==> src/rtl/stream_avg_if.sv <==
// Stream interface for stream_avg_tree: sample beats in, one averaged result out.
// A transfer happens on a rising clk edge where valid and ready are both high; the
// producer holds valid and its payload steady until that edge, and ready may not wait on valid.
interface stream_avg_if #(
  parameter int NCH   = 8,
  parameter int DW    = 8,
  parameter int DEPTH = 32
);
  localparam int SW = DW + $clog2(NCH * DEPTH);

  logic              in_valid;
  logic              in_ready;
  logic [NCH*DW-1:0] in_data;
  logic              out_valid;
  logic              out_ready;
  logic [DW-1:0]     out_avg;
  logic [SW-1:0]     out_sum;

  modport master (
    output in_valid, in_data, out_ready,
    input  in_ready, out_valid, out_avg, out_sum
  );

  modport slave (
    input  in_valid, in_data, out_ready,
    output in_ready, out_valid, out_avg, out_sum
  );
endinterface

==> src/rtl/stream_avg_tree.sv <==
// Multi-channel frame averager: sums NCH samples per beat, accumulates DEPTH beats,
// and presents the rounded mean plus the raw sum over a valid/ready result port.
module stream_avg_tree #(
  parameter int NCH   = 8,
  parameter int DW    = 8,
  parameter int DEPTH = 32
) (
  input  logic                     clk,
  input  logic                     rst,
  input  logic                     start,
  input  logic                     cont,
  input  logic                     clear,
  stream_avg_if.slave              bus,
  output logic                     busy,
  output logic [$clog2(DEPTH):0]   beat_cnt,
  output logic [1:0]               dbg_state
);

  localparam int S  = $clog2(NCH * DEPTH);
  localparam int SW = DW + S;
  localparam int BW = DW + $clog2(NCH);
  localparam int CW = $clog2(DEPTH) + 1;

  localparam logic [CW-1:0] LAST_BEAT = CW'(DEPTH - 1);
  localparam logic [SW-1:0] HALF      = SW'(1) << (S - 1);

  typedef enum logic [1:0] {
    IDLE   = 2'd0,
    ACCUM  = 2'd1,
    FLUSH  = 2'd2,
    RESULT = 2'd3
  } state_t;

  state_t            state_q;
  logic              cont_q;
  logic [CW-1:0]     cnt_q;
  logic [1:0]        flush_q;
  logic [NCH*DW-1:0] data_q;
  logic              dv_q;
  logic [BW-1:0]     sum_q;
  logic              sv_q;
  logic [SW-1:0]     acc_q;
  logic [SW-1:0]     osum_q;
  logic [DW-1:0]     avg_q;
  logic [BW-1:0]     beat_sum_d;

  // Reduction of one registered beat; synthesis balances this into an adder tree.
  always_comb begin
    beat_sum_d = '0;
    for (int k = 0; k < NCH; k++) begin
      beat_sum_d = beat_sum_d + BW'(data_q[k*DW +: DW]);
    end
  end

  always_ff @(posedge clk or posedge rst) begin
    if (rst) begin
      state_q <= IDLE;
      cont_q  <= 1'b0;
      cnt_q   <= '0;
      flush_q <= '0;
      data_q  <= '0;
      dv_q    <= 1'b0;
      sum_q   <= '0;
      sv_q    <= 1'b0;
      acc_q   <= '0;
      osum_q  <= '0;
      avg_q   <= '0;
    end else begin
      dv_q <= 1'b0;
      sv_q <= dv_q;
      if (dv_q) sum_q <= beat_sum_d;
      if (sv_q) acc_q <= acc_q + SW'(sum_q);

      if (clear) begin
        state_q <= IDLE;
        cnt_q   <= '0;
        flush_q <= '0;
        acc_q   <= '0;
        dv_q    <= 1'b0;
        sv_q    <= 1'b0;
      end else begin
        case (state_q)
          IDLE: begin
            if (start) begin
              state_q <= ACCUM;
              cont_q  <= cont;
              cnt_q   <= '0;
              acc_q   <= '0;
            end
          end
          ACCUM: begin
            if (bus.in_valid) begin
              data_q <= bus.in_data;
              dv_q   <= 1'b1;
              cnt_q  <= cnt_q + CW'(1);
              if (cnt_q == LAST_BEAT) begin
                state_q <= FLUSH;
                flush_q <= '0;
              end
            end
          end
          FLUSH: begin
            // Last beat lands in the accumulator two edges after entry; load on the third.
            if (flush_q == 2'd2) begin
              state_q <= RESULT;
              osum_q  <= acc_q;
              avg_q   <= DW'((acc_q + HALF) >> S);
            end else begin
              flush_q <= flush_q + 2'd1;
            end
          end
          RESULT: begin
            if (bus.out_ready) begin
              if (cont_q) begin
                state_q <= ACCUM;
                cnt_q   <= '0;
                acc_q   <= '0;
              end else begin
                state_q <= IDLE;
              end
            end
          end
          default: state_q <= IDLE;
        endcase
      end
    end
  end

  assign bus.in_ready  = (state_q == ACCUM);
  assign bus.out_valid = (state_q == RESULT);
  assign bus.out_avg   = avg_q;
  assign bus.out_sum   = osum_q;
  assign busy          = (state_q != IDLE);
  assign beat_cnt      = cnt_q;
  assign dbg_state     = state_q;

endmodule

==> src/flat_wrapper.sv <==
// flat-port wrapper written by rule: the top's interface ports become plain ports
module stream_avg_tree_flat 
#(
  parameter int NCH   = 8,
  parameter int DW    = 8,
  parameter int DEPTH = 32
)
  (clk, rst, start, cont, clear, busy, beat_cnt, dbg_state, bus_in_valid, bus_in_data, bus_out_ready, bus_in_ready, bus_out_valid, bus_out_avg, bus_out_sum);
  stream_avg_if #(.NCH(NCH), .DW(DW), .DEPTH(DEPTH)) bus_i ();
  input  logic clk;
  input  logic rst;
  input  logic start;
  input  logic cont;
  input  logic clear;
  output logic busy;
  output logic [$clog2(DEPTH):0] beat_cnt;
  output logic [1:0] dbg_state;
  input wire logic [$bits(bus_i.in_valid)-1:0] bus_in_valid;
  input wire logic [$bits(bus_i.in_data)-1:0] bus_in_data;
  input wire logic [$bits(bus_i.out_ready)-1:0] bus_out_ready;
  output wire logic [$bits(bus_i.in_ready)-1:0] bus_in_ready;
  output wire logic [$bits(bus_i.out_valid)-1:0] bus_out_valid;
  output wire logic [$bits(bus_i.out_avg)-1:0] bus_out_avg;
  output wire logic [$bits(bus_i.out_sum)-1:0] bus_out_sum;
  assign bus_i.in_valid = bus_in_valid;
  assign bus_i.in_data = bus_in_data;
  assign bus_i.out_ready = bus_out_ready;
  assign bus_in_ready = bus_i.in_ready;
  assign bus_out_valid = bus_i.out_valid;
  assign bus_out_avg = bus_i.out_avg;
  assign bus_out_sum = bus_i.out_sum;
  stream_avg_tree #(.NCH(NCH), .DW(DW), .DEPTH(DEPTH)) u_core (.clk(clk), .rst(rst), .start(start), .cont(cont), .clear(clear), .bus(bus_i), .busy(busy), .beat_cnt(beat_cnt), .dbg_state(dbg_state));
endmodule
==> config.mk <==
export PLATFORM = sky130hd
export DESIGN_NAME = stream_avg_tree_flat
export DESIGN_NICKNAME = d
export VERILOG_FILES = /design/src/rtl/stream_avg_if.sv /design/src/rtl/stream_avg_tree.sv /design/src/flat_wrapper.sv
export SDC_FILE = /design/constraint.sdc
export NUM_CORES = 1
export LEC_CHECK = 0
export ABC_CLOCK_PERIOD_IN_PS = 9720
export BUFFER_PORTS_ARGS = -buffer_cell sky130_fd_sc_hd__buf_4
export CELL_PAD_IN_SITES_DETAIL_PLACEMENT = 0
export CELL_PAD_IN_SITES_GLOBAL_PLACEMENT = 2
export CORE_MARGIN = 3
export CORE_UTILIZATION = 41
export DETAILED_ROUTE_END_ITERATION = 6
export PLACE_DENSITY_LB_ADDON = 0.15
export SLEW_MARGIN = 10
export SYNTH_ARGS = -nofsm -noshare
export SYNTH_HDL_FRONTEND = slang
export SYNTH_SLANG_ARGS = --single-unit
==> constraint.sdc <==
create_clock -name clk -period 9.72 [get_ports clk]
set_clock_uncertainty 0.2 [all_clocks]
set_input_delay 1.458 -clock clk [delete_from_list [all_inputs] [get_ports clk]]
set_output_delay 1.458 -clock clk [all_outputs]
set_load 0.005 [all_outputs]
==> key figures, run 1 <==
Outcome
  • Status: completed

Placed design
  • DP Worst Slack: 4120 ps
  • # port buffers: 105
  • GPL Wtd Cong: 0.8427
  • HPWL Detailed: 11640 um

Logic synthesis
  • Syn_area_per_cell: 11.22 sq um
  • Mapped cell area: 7542 sq um
  • Count leader, synth: dfrtp_1
  • Synth Flop Type: dfrtp_1
  • Gate Count Post-Synth: 672
  • Synth top area share: 42.47%
  • Yosys warns: 0
  • Largest cells by area after synthesis: dfrtp_1, fa_1, mux2_2
  • Count of cell types in the netlist: 66
  • Async SR Flop Fraction: 100.0%
  • Seq cells post-synth: 128
  • Syn_nets: 825
  • Sequential-to-total area share from yosys stat: 42.47%
  • Post-synth top cells: dfrtp_1, inv_1, mux2_2
  • Leading area contributor after synthesis: dfrtp_1
  • Number of synthesized flops with an enable pin: 0

Clock network
  • Clock sinks: 128
  • Hold buffers post-CTS: 0
  • CTS H-tree lvls: 4
  • CTS root buffer: clkbuf_16
  • Clock latency on the worst-skew pair: 420 ps
  • CTS resizes: 0
  • Number of setup buffers added after CTS: 0
  • Worst-path clk slew: 60 ps
  • Total CTS buffers: 17
  • CTS tree: yes
  • CTS max path bufs: 2

STA
  • Max Freq: 179.2 MHz
  • Slew Limit Fails: 0
  • Hold Vio Cnt, Final: 0
  • Worst slew margin: 30.36%
  • Fin crit share: 57.40%
  • RSZ-0062 raised after global routing: false
  • Worst setup margin: 4141 ps
  • Least-Margin Pin Slew: 1045 ps
  • Period minus WS final: 5579 ps
  • Setup TNS: 0 ps
  • # setup viols final: 0

Routing
  • 1st-pass router iterations: 4
  • Number of DRC markers in iteration 0: 216
  • Residual DRC count: 0
  • ANT nets after route: 0
  • WL/cell: 14.98 um
  • Total number of vias: 5148
  • Vias/cell: 5.052
  • Routed wire length: 15260 um

Worst setup path
  • Crit Path Class: reg -> reg
  • Crit. End Element: register
  • Worst Path Required: 9810 ps
  • Worst-path fanout max: 5
  • WP data arrival: 5670 ps
  • Crit start category: register

Floorplanning
  • Initial Util: 42.72%
  • IO Pins: 106
  • Die height: 141.6 um
  • Die area: 20060 sq um
  • Site row count: 48
  • Core Footprint: 17660 sq um
  • Die Wd: 141.6 um

Layout
  • ANT cells: 0
  • Area of the multi-input gates: 3968 sq um
  • Post-layout nets: 934
  • Share of cells above drive strength 1: 28.97%
  • Synthesis-to-layout area growth: 21.91%
  • Fillers: 1607
  • Reg area: 3203 sq um

Global routing
  • Largest net degree at the start of global routing: 80
  • Global-route wire length before repair: 25990 um
  • Vias in the first global route: 5408
  • Initial antenna violation count: 0
  • GRT Util Overall: 16.02%
  • Grt ovf: 0

Worst hold path
  • Hold Path Class: reg -> reg

Run
  • Max-cap viol count: 0
## layer usage
metal	track usage [%]	up-vias	wire length [um]	share of wire (%)
li1	-	2544	-	-
met1	22.00	2493	7231	47
met2	25.21	94	7224	47
met3	3.370	17	570	3.7
met4	5.758	0	237	1.6
met5	0	-	0	0
## registers in the layout, indices dropped and copies added, names as in the netlist
| register | count |
|---|---|
| u_core.flush_q | 2 |
| u_core.sum_q | 11 |
| u_core.acc_q | 16 |
| u_core.dbg_state | 2 |
| u_core.beat_cnt | 6 |
| u_core.bus.out_avg | 8 |
| u_core.dv_q | 1 |
| u_core.sv_q | 1 |
| u_core.bus.out_sum | 16 |
| u_core.cont_q | 1 |
| u_core.data_q | 64 |
## metrics by stage
stage	util [%]	cells	instance area, sq um	hold WS [ps]
after global routing	52.08	1019	9195	308.1
after global placement	48.41	987	8547	264.8
final	52.08	1019	9195	279.3
after floorplan	-	672	7542	257.6
after CTS	52.08	1019	9195	289.4
after detailed placement	48.41	987	8547	276.6
## cells in the final DEF (no fill, tap or decap), types with 4 or more instances in the layout
cell,count
nand4_1,4
buf_4,108
o211ai_1,5
and3_1,7
nor2_1,25
a211o_1,4
ha_1,42
a21oi_1,16
o21ai_0,39
nand2_1,49
nand2b_1,8
bufinv_16,4
mux2i_1,12
clkinvlp_4,4
nor2b_1,5
a21o_1,10
xnor2_1,15
nor3_1,8
inv_1,70
o21bai_1,4
fa_1,40
clkbuf_16,17
dfrtp_1,128
and2_1,4
o21ai_1,10
a211oi_1,7
mux2_2,69
o31ai_1,6
nand3_1,12
## final timing paths
kind	start	end	slack, ps	depth (start not counted)
worst max-delay path	u_core.data_q[0]	u_core.sum_q[10]	4140	19
worst min-delay path	u_core.bus.out_avg[1]	u_core.bus.out_avg[1]	280	2
worst max register to register	u_core.data_q[0]	u_core.sum_q[10]	4140	19
worst min register to register	u_core.bus.out_avg[1]	u_core.bus.out_avg[1]	280	2
max in group asynchronous	rst	u_core.data_q[15]	6880	3
min in group asynchronous	rst	u_core.beat_cnt[1]	910	2
## layout make-up
cell class              instances  area share [%]
repair buffers                108           8.818
multi-input cells             451           43.15
inverters                      75           3.089
well taps                     225           3.062
clock inverters                12           1.973
clock buffers                  20           5.076
flip-flops and latches        128           34.83
## logic make-up after synthesis
family,synth area share [%]
and+or+nand+nor,9.406
AOI/OAI and AO/OA,11.40
DFF,42.47
buffers and inverters,4.960
muxes,12.09
adders and majority gates,17.58
xor gates and xnor gates,2.090
## critical path, cell delays in order (launching register included)
cell	delay [ps]
dfrtp_1	390
ha_1	230
fa_1	410
a21o_1	190
a21oi_1	260
nor2b_1	110
o31ai_1	270
a21boi_0	270
fa_1	450
inv_1	90
fa_1	410
fa_1	510
fa_1	510
inv_1	40
ha_1	240
a21oi_1	160
nor2b_1	80
a2111oi_4	350
mux2i_1	230
nand2_1	60
Power of run 1 is left out: the tool's default activity adds up to more than one toggle a clock period on the data nets, which glitch-free logic cannot reach.
==> run 2, diff against run 1 <==
Settings changed: ABC_CLOCK_PERIOD_IN_PS 9720 to 4500, CORE_UTILIZATION 41 to 35.
Clock period 9.72 ns to 4.5 ns, I/O delays scaled along.
==> key figures, run 2 (synthesized netlist as in run 1, its figures left out) <==
Worst setup path
  • Worst path slowest cell: fa_1
  • CP Capture Point: u_core.sum_q[10]
  • Worst r2r path cells: 19 (unchanged)
  • CP peak stage delay: 520 ps (about the same)
  • FF-to-FF setup slack: -560 ps (-4700 ps)
  • Crit start category: register
  • Worst r2r src: u_core.data_q[8]
  • Worst-path fanout max: 3 (-2)
  • CP cell instances: ha_2, fa_2, a21o_1, a21oi_2, nor2b_2, o31ai_2, a21boi_2, fa_1, inv_2, fa_2, fa_2, fa_1, inv_2, ha_4, a21oi_2, nor2b_2, a2111oi_4, mux2i_1, nand2_1
  • WP data arrival: 5150 ps (-520 ps)
  • Crit Path Class: reg -> reg
  • Critical path launch point: u_core.data_q[8]
  • Crit. End Element: register
  • Worst Path Required: 4590 ps (-5220 ps)
  • Reg-to-Reg End: u_core.sum_q[10]
  • Cell mode on critical path: fa_2

Clock network
  • Worst-path clk slew: 60 ps (about the same)
  • Total CTS buffers: 17 (unchanged)
  • CTS tree: yes
  • Clock sinks: 128 (unchanged)
  • CTS root buffer: clkbuf_16
  • Clock latency on the worst-skew pair: 420 ps (about the same)
  • CTS max path bufs: 2 (unchanged)
  • CTS H-tree lvls: 4 (unchanged)

STA
  • Period minus WS final: 5063 ps (-516.2 ps)
  • RSZ-0062 raised after global routing: true
  • Max Freq: 197.5 MHz (+10%)
  • Least-Margin Pin Slew: 867.7 ps (-176.9 ps)
  • Worst setup margin: -562.8 ps (-4704 ps)
  • Fin crit share: 112.5% (+55 points)
  • # setup viols final: 7 (+7)
  • Slew Limit Fails: 0 (unchanged)
  • Hold Vio Cnt, Final: 0 (unchanged)
  • Worst slew margin: 42.15% (+12 points)
  • Setup TNS: -2685 ps (-2685 ps)

Floorplanning
  • IO Pins: 106 (unchanged)
  • Die height: 152.8 um (+7.9%)
  • Die Wd: 152.8 um (+7.9%)
  • Core Footprint: 21090 sq um (+19%)
  • Die area: 23350 sq um (+16%)
  • Site row count: 53 (+10%)
  • Initial Util: 35.77% (-6.9 points)

Global routing
  • GRT Util Overall: 14.37% (-1.6 points)
  • Grt ovf: 0 (unchanged)
  • Vias in the first global route: 5761 (+6.5%)
  • Initial antenna violation count: 0 (unchanged)
  • Largest net degree at the start of global routing: 69 (-14%)
  • Global-route wire length before repair: 27830 um (+7.1%)

Layout
  • Synthesis-to-layout area growth: 29.55%
  • Fillers: 1989 (+24%)
  • Design area: 9771 sq um (+6.3%)
  • Commonest cells after routing, fill and taps aside: buf_4, dfrtp_1, mux2_2, inv_1, nand2_1
  • Share of cells above drive strength 1: 37.09% (+8.1 points)
  • Commonest non-fill, non-tap cell in the layout: buf_4
  • Max reg flops: 64 (unchanged)
  • ANT cells: 0 (unchanged)
  • Biggest register: u_core.data_q
  • Fin cells: 1108 (+8.7%)
  • Post-layout nets: 973 (+4.2%)

Run
  • Max-cap viol count: 0 (unchanged)

Outcome
  • Violated checks: negative setup slack
  • Status: finished with violations

Routing
  • 1st-pass router iterations: 5 (+1)
  • Residual DRC count: 0 (unchanged)
  • Vias/cell: 4.835 (-4.3%)
  • Number of DRC markers in iteration 0: 168 (-22%)
  • Total number of vias: 5357 (+4.1%)
  • Routed wire length: 16210 um (+6.2%)
  • ANT nets after route: 0 (unchanged)
  • WL/cell: 14.63 um (-2.3%)

Placed design
  • DP Worst Slack: -641.8 ps (-4761 ps)
  • Post-placement cell area: 8871 sq um (+3.8%)
  • HPWL Detailed: 12330 um (+5.9%)
  • Dpl cells: 1061 (+7.5%)
  • # port buffers: 105 (unchanged)
  • GPL Wtd Cong: 0.8532 (+1.2%)

Worst hold path
  • Hold Path Class: in -> async
## run 2: area by class of cell
| type | instances | area (sq um) | share of cell area [%] |
|---|---|---|---|
| clock buffers | 19 | 442.9 | 4.533 |
| clock inverters | 13 | 209.0 | 2.139 |
| inverters | 75 | 284.0 | 2.907 |
| multi-input cells | 451 | 4165 | 42.63 |
| flip-flops and latches | 128 | 3203 | 32.78 |
| well taps | 275 | 344.1 | 3.522 |
| repair buffers | 147 | 1122 | 11.49 |
## run 2: worst min path at each step
stage                                     start               endpoint  slack (ps)  cells past startpoint
after floorplan                 u_core.sum_q[4]        u_core.sum_q[4]         260                      1
after global placement    u_core.bus.out_avg[2]  u_core.bus.out_avg[2]         260                      2
after detailed placement  u_core.bus.out_avg[3]  u_core.bus.out_avg[3]         270                      2
after CTS                       bus_in_data[24]      u_core.data_q[24]         250                      3
after global routing            bus_in_data[16]      u_core.data_q[16]         260                      3
final                                       rst     u_core.beat_cnt[1]         260                      2
## run 2: stage by stage
step,hold WS (ps),util (%)
after global routing,261.3,46.33
after global placement,263.8,42.07
after detailed placement,274.4,42.07
after floorplan,257.6,-
final,257.0,46.33
after CTS,251.5,45.89
## run 2: critical path, delay by kind of cell (launching register included)
| family | cells | cell delay, ps |
|---|---|---|
| DFF | 1 | 390 |
| AOI/OAI and AO/OA | 6 | 1230 |
| buffers and inverters | 2 | 110 |
| adders and majority gates | 7 | 2560 |
| and+or+nand+nor | 3 | 200 |
| muxes | 1 | 220 |
## run 2: per-layer routing
| layer | GRT usage, % | vias up | routed length [um] |
|---|---|---|---|
| met5 | 0 | - | 0 |
| met2 | 23.94 | 93 | 8002 |
| li1 | - | 2623 | - |
| met1 | 18.61 | 2635 | 7348 |
| met3 | 4.317 | 6 | 744 |
| met4 | 3.182 | 0 | 113 |
## run 2: repair_timing
item	4_1_cts	5_1_grt
endpoints found under the setup margin	7	8
buffers inserted	13	2
pin swaps	43	35
hold endpoints to repair	0	0
resized for setup	18	18
hold buffers	0	0
Power of run 2 is left out for the same reason.
==> run 3, diff against run 2 <==
Settings changed: ABC_CLOCK_PERIOD_IN_PS 4500 to 4200.
Clock period 4.5 ns to 4.2 ns, I/O delays scaled along.
==> key figures, run 3 (synthesized netlist as in run 1, its figures left out) <==
Global routing
  • Grt ovf: 0 (unchanged)
  • Largest net degree at the start of global routing: 76 (+10%)
  • GRT Util Overall: 14.73% (+0.36 points)
  • Initial antenna violation count: 0 (unchanged)
  • Vias in the first global route: 5847 (+1.5%)
  • Global-route wire length before repair: 28270 um (+1.6%)

Clock network
  • Clock latency on the worst-skew pair: 420 ps (about the same)
  • Clock sinks: 128 (unchanged)
  • Worst-path clk slew: 60 ps (about the same)
  • CTS root buffer: clkbuf_16
  • CTS tree: yes
  • CTS H-tree lvls: 4 (unchanged)
  • CTS max path bufs: 2 (unchanged)
  • Total CTS buffers: 17 (unchanged)

Worst setup path
  • CP cell instances: ha_2, fa_2, a21o_1, a21oi_2, nor2b_2, o31ai_2, a21boi_2, fa_1, inv_1, fa_1, fa_2, inv_1, fa_1, ha_4, a21oi_2, nor2b_1, a2111oi_4, mux2i_1, nand2_1
  • Worst Path Required: 4290 ps (-300 ps)
  • Crit start category: register
  • Worst path slowest cell: fa_1
  • Total stage count of the critical path: 19 (unchanged)
  • Worst path bufs/invs: 2 (unchanged)
  • FF-to-FF setup slack: -800 ps (-240 ps)
  • Worst-path fanout max: 3 (unchanged)
  • Worst r2r path cells: 19 (unchanged)
  • Cell mode on critical path: fa_1
  • CP delay by family, top: adder cells
  • WP data arrival: 5100 ps (-50 ps)
  • Crit. End Element: register
  • CP peak stage delay: 460 ps (-60 ps)
  • Crit Path Class: reg -> reg

Floorplanning
  • Die area: 23350 sq um (unchanged)
  • Die Wd: 152.8 um (unchanged)
  • Site row count: 53 (unchanged)
  • IO Pins: 106 (unchanged)
  • Initial Util: 35.77% (unchanged)
  • Core Footprint: 21090 sq um (unchanged)
  • Die height: 152.8 um (unchanged)

STA
  • Worst slew margin: 50.30% (+8.1 points)
  • Slew Limit Fails: 0 (unchanged)
  • Least-Margin Pin Slew: 745.6 ps (-122.2 ps)
  • # setup viols final: 9 (+2)
  • Hold Vio Cnt, Final: 0 (unchanged)
  • Hold slack: 210.8 ps (-46.21 ps)
  • Fin crit share: 119.1% (+6.6 points)
  • RSZ-0062 raised after global routing: true
  • Setup TNS: -4763 ps (-2078 ps)
  • Worst setup margin: -804.1 ps (-241.4 ps)
  • Period minus WS final: 5004 ps (-58.63 ps)
  • Max Freq: 199.8 MHz (+1.2%)

Layout
  • Biggest register: u_core.data_q
  • ANT cells: 0 (unchanged)
  • Share of cells above drive strength 1: 36.28% (-0.82 points)
  • Commonest cells after routing, fill and taps aside: buf_4, dfrtp_1, mux2_2, inv_1, nand2_1
  • Fillers: 2003 (+0.70%)
  • Area of the multi-input gates: 4168 sq um (about the same)
  • Max reg flops: 64 (unchanged)
  • Synthesis-to-layout area growth: 28.65%
  • Commonest non-fill, non-tap cell in the layout: buf_4
  • Finished Core Util: 46.01% (-0.32 points)
  • Reg area: 3203 sq um (unchanged)
  • Post-layout nets: 967 (-0.62%)

Worst hold path
  • Hold-critical path depth: 3
  • Hold Path Class: in -> reg

Outcome
  • Violated checks: negative setup slack
  • Status: finished with violations

Routing
  • ANT nets after route: 0 (unchanged)
  • Number of DRC markers in iteration 0: 116 (-31%)
  • 1st-pass router iterations: 5 (unchanged)
  • Total number of vias: 5345 (-0.22%)
  • Vias/cell: 4.850 (+0.32%)
  • Residual DRC count: 0 (unchanged)
  • Routed wire length: 16470 um (+1.6%)
  • WL/cell: 14.95 um (+2.2%)

Placed design
  • GPL Wtd Cong: 0.8351 (-2.1%)
  • HPWL Detailed: 12500 um (+1.4%)
  • # port buffers: 105 (unchanged)

Run
  • Max-cap viol count: 0 (unchanged)
## run 3: per-stage QoR
| step | setup WS, ps | std cells | instance area [sq um] |
|---|---|---|---|
| finish | -804.1 | 1102 | 9703 |
| global route | -1032 | 1102 | 9703 |
| global placement | -823.7 | 1062 | 8910 |
| detailed placement | -912.0 | 1062 | 8910 |
| floorplan | -634.9 | 672 | 7645 |
| CTS | -861.0 | 1100 | 9633 |
## run 3: timing repair
item,4_1_cts,5_1_grt
pin swaps,24,35
hold buffers,1,0
setup endpoints to repair,9,9
endpoints found under the hold margin,12,0
resized for setup,20,11
buffers inserted,5,2
## run 3: layer usage
layer | vias to the layer above | share of wire [%] | wire length [um] | global-route usage, %
met2 | 100 | 48 | 7975 | 23.98
li1 | 2615 | - | - | -
met4 | 0 | 1.5 | 242 | 4.922
met1 | 2607 | 45 | 7446 | 19.01
met3 | 23 | 4.9 | 810 | 4.175
met5 | - | 0 | 0 | 0
## run 3: layout make-up
class	instances	area share, %
multi-input cells	451	42.95
flip-flops and latches	128	33.01
repair buffers	141	11.26
clock buffers	17	4.384
well taps	275	3.546
inverters	75	2.940
clock inverters	15	1.908
## run 3: worst reg2reg max path, cell delays in order, from the launching register on
cell and delay [ps]:
dfrtp_1 390, ha_2 200, fa_2 350, a21o_1 180, a21oi_2 170, nor2b_2 80
o31ai_2 260, a21boi_2 210, fa_1 410, inv_1 80, fa_1 440, fa_2 350
inv_1 80, fa_1 460, ha_4 250, a21oi_2 130, nor2b_1 70, a2111oi_4 290
mux2i_1 220, nand2_1 60
## run 3: path summary, 6_finish.rpt
path / to / from
max in group asynchronous: u_core.acc_q[4] / rst
min reg2reg: u_core.bus.out_sum[10] / u_core.bus.out_sum[10]
min in group asynchronous: u_core.beat_cnt[3] / rst
max: u_core.sum_q[10] / u_core.data_q[8]
max reg2reg: u_core.sum_q[10] / u_core.data_q[8]
min: u_core.data_q[40] / bus_in_data[40]
Power of run 3 is left out for the same reason.
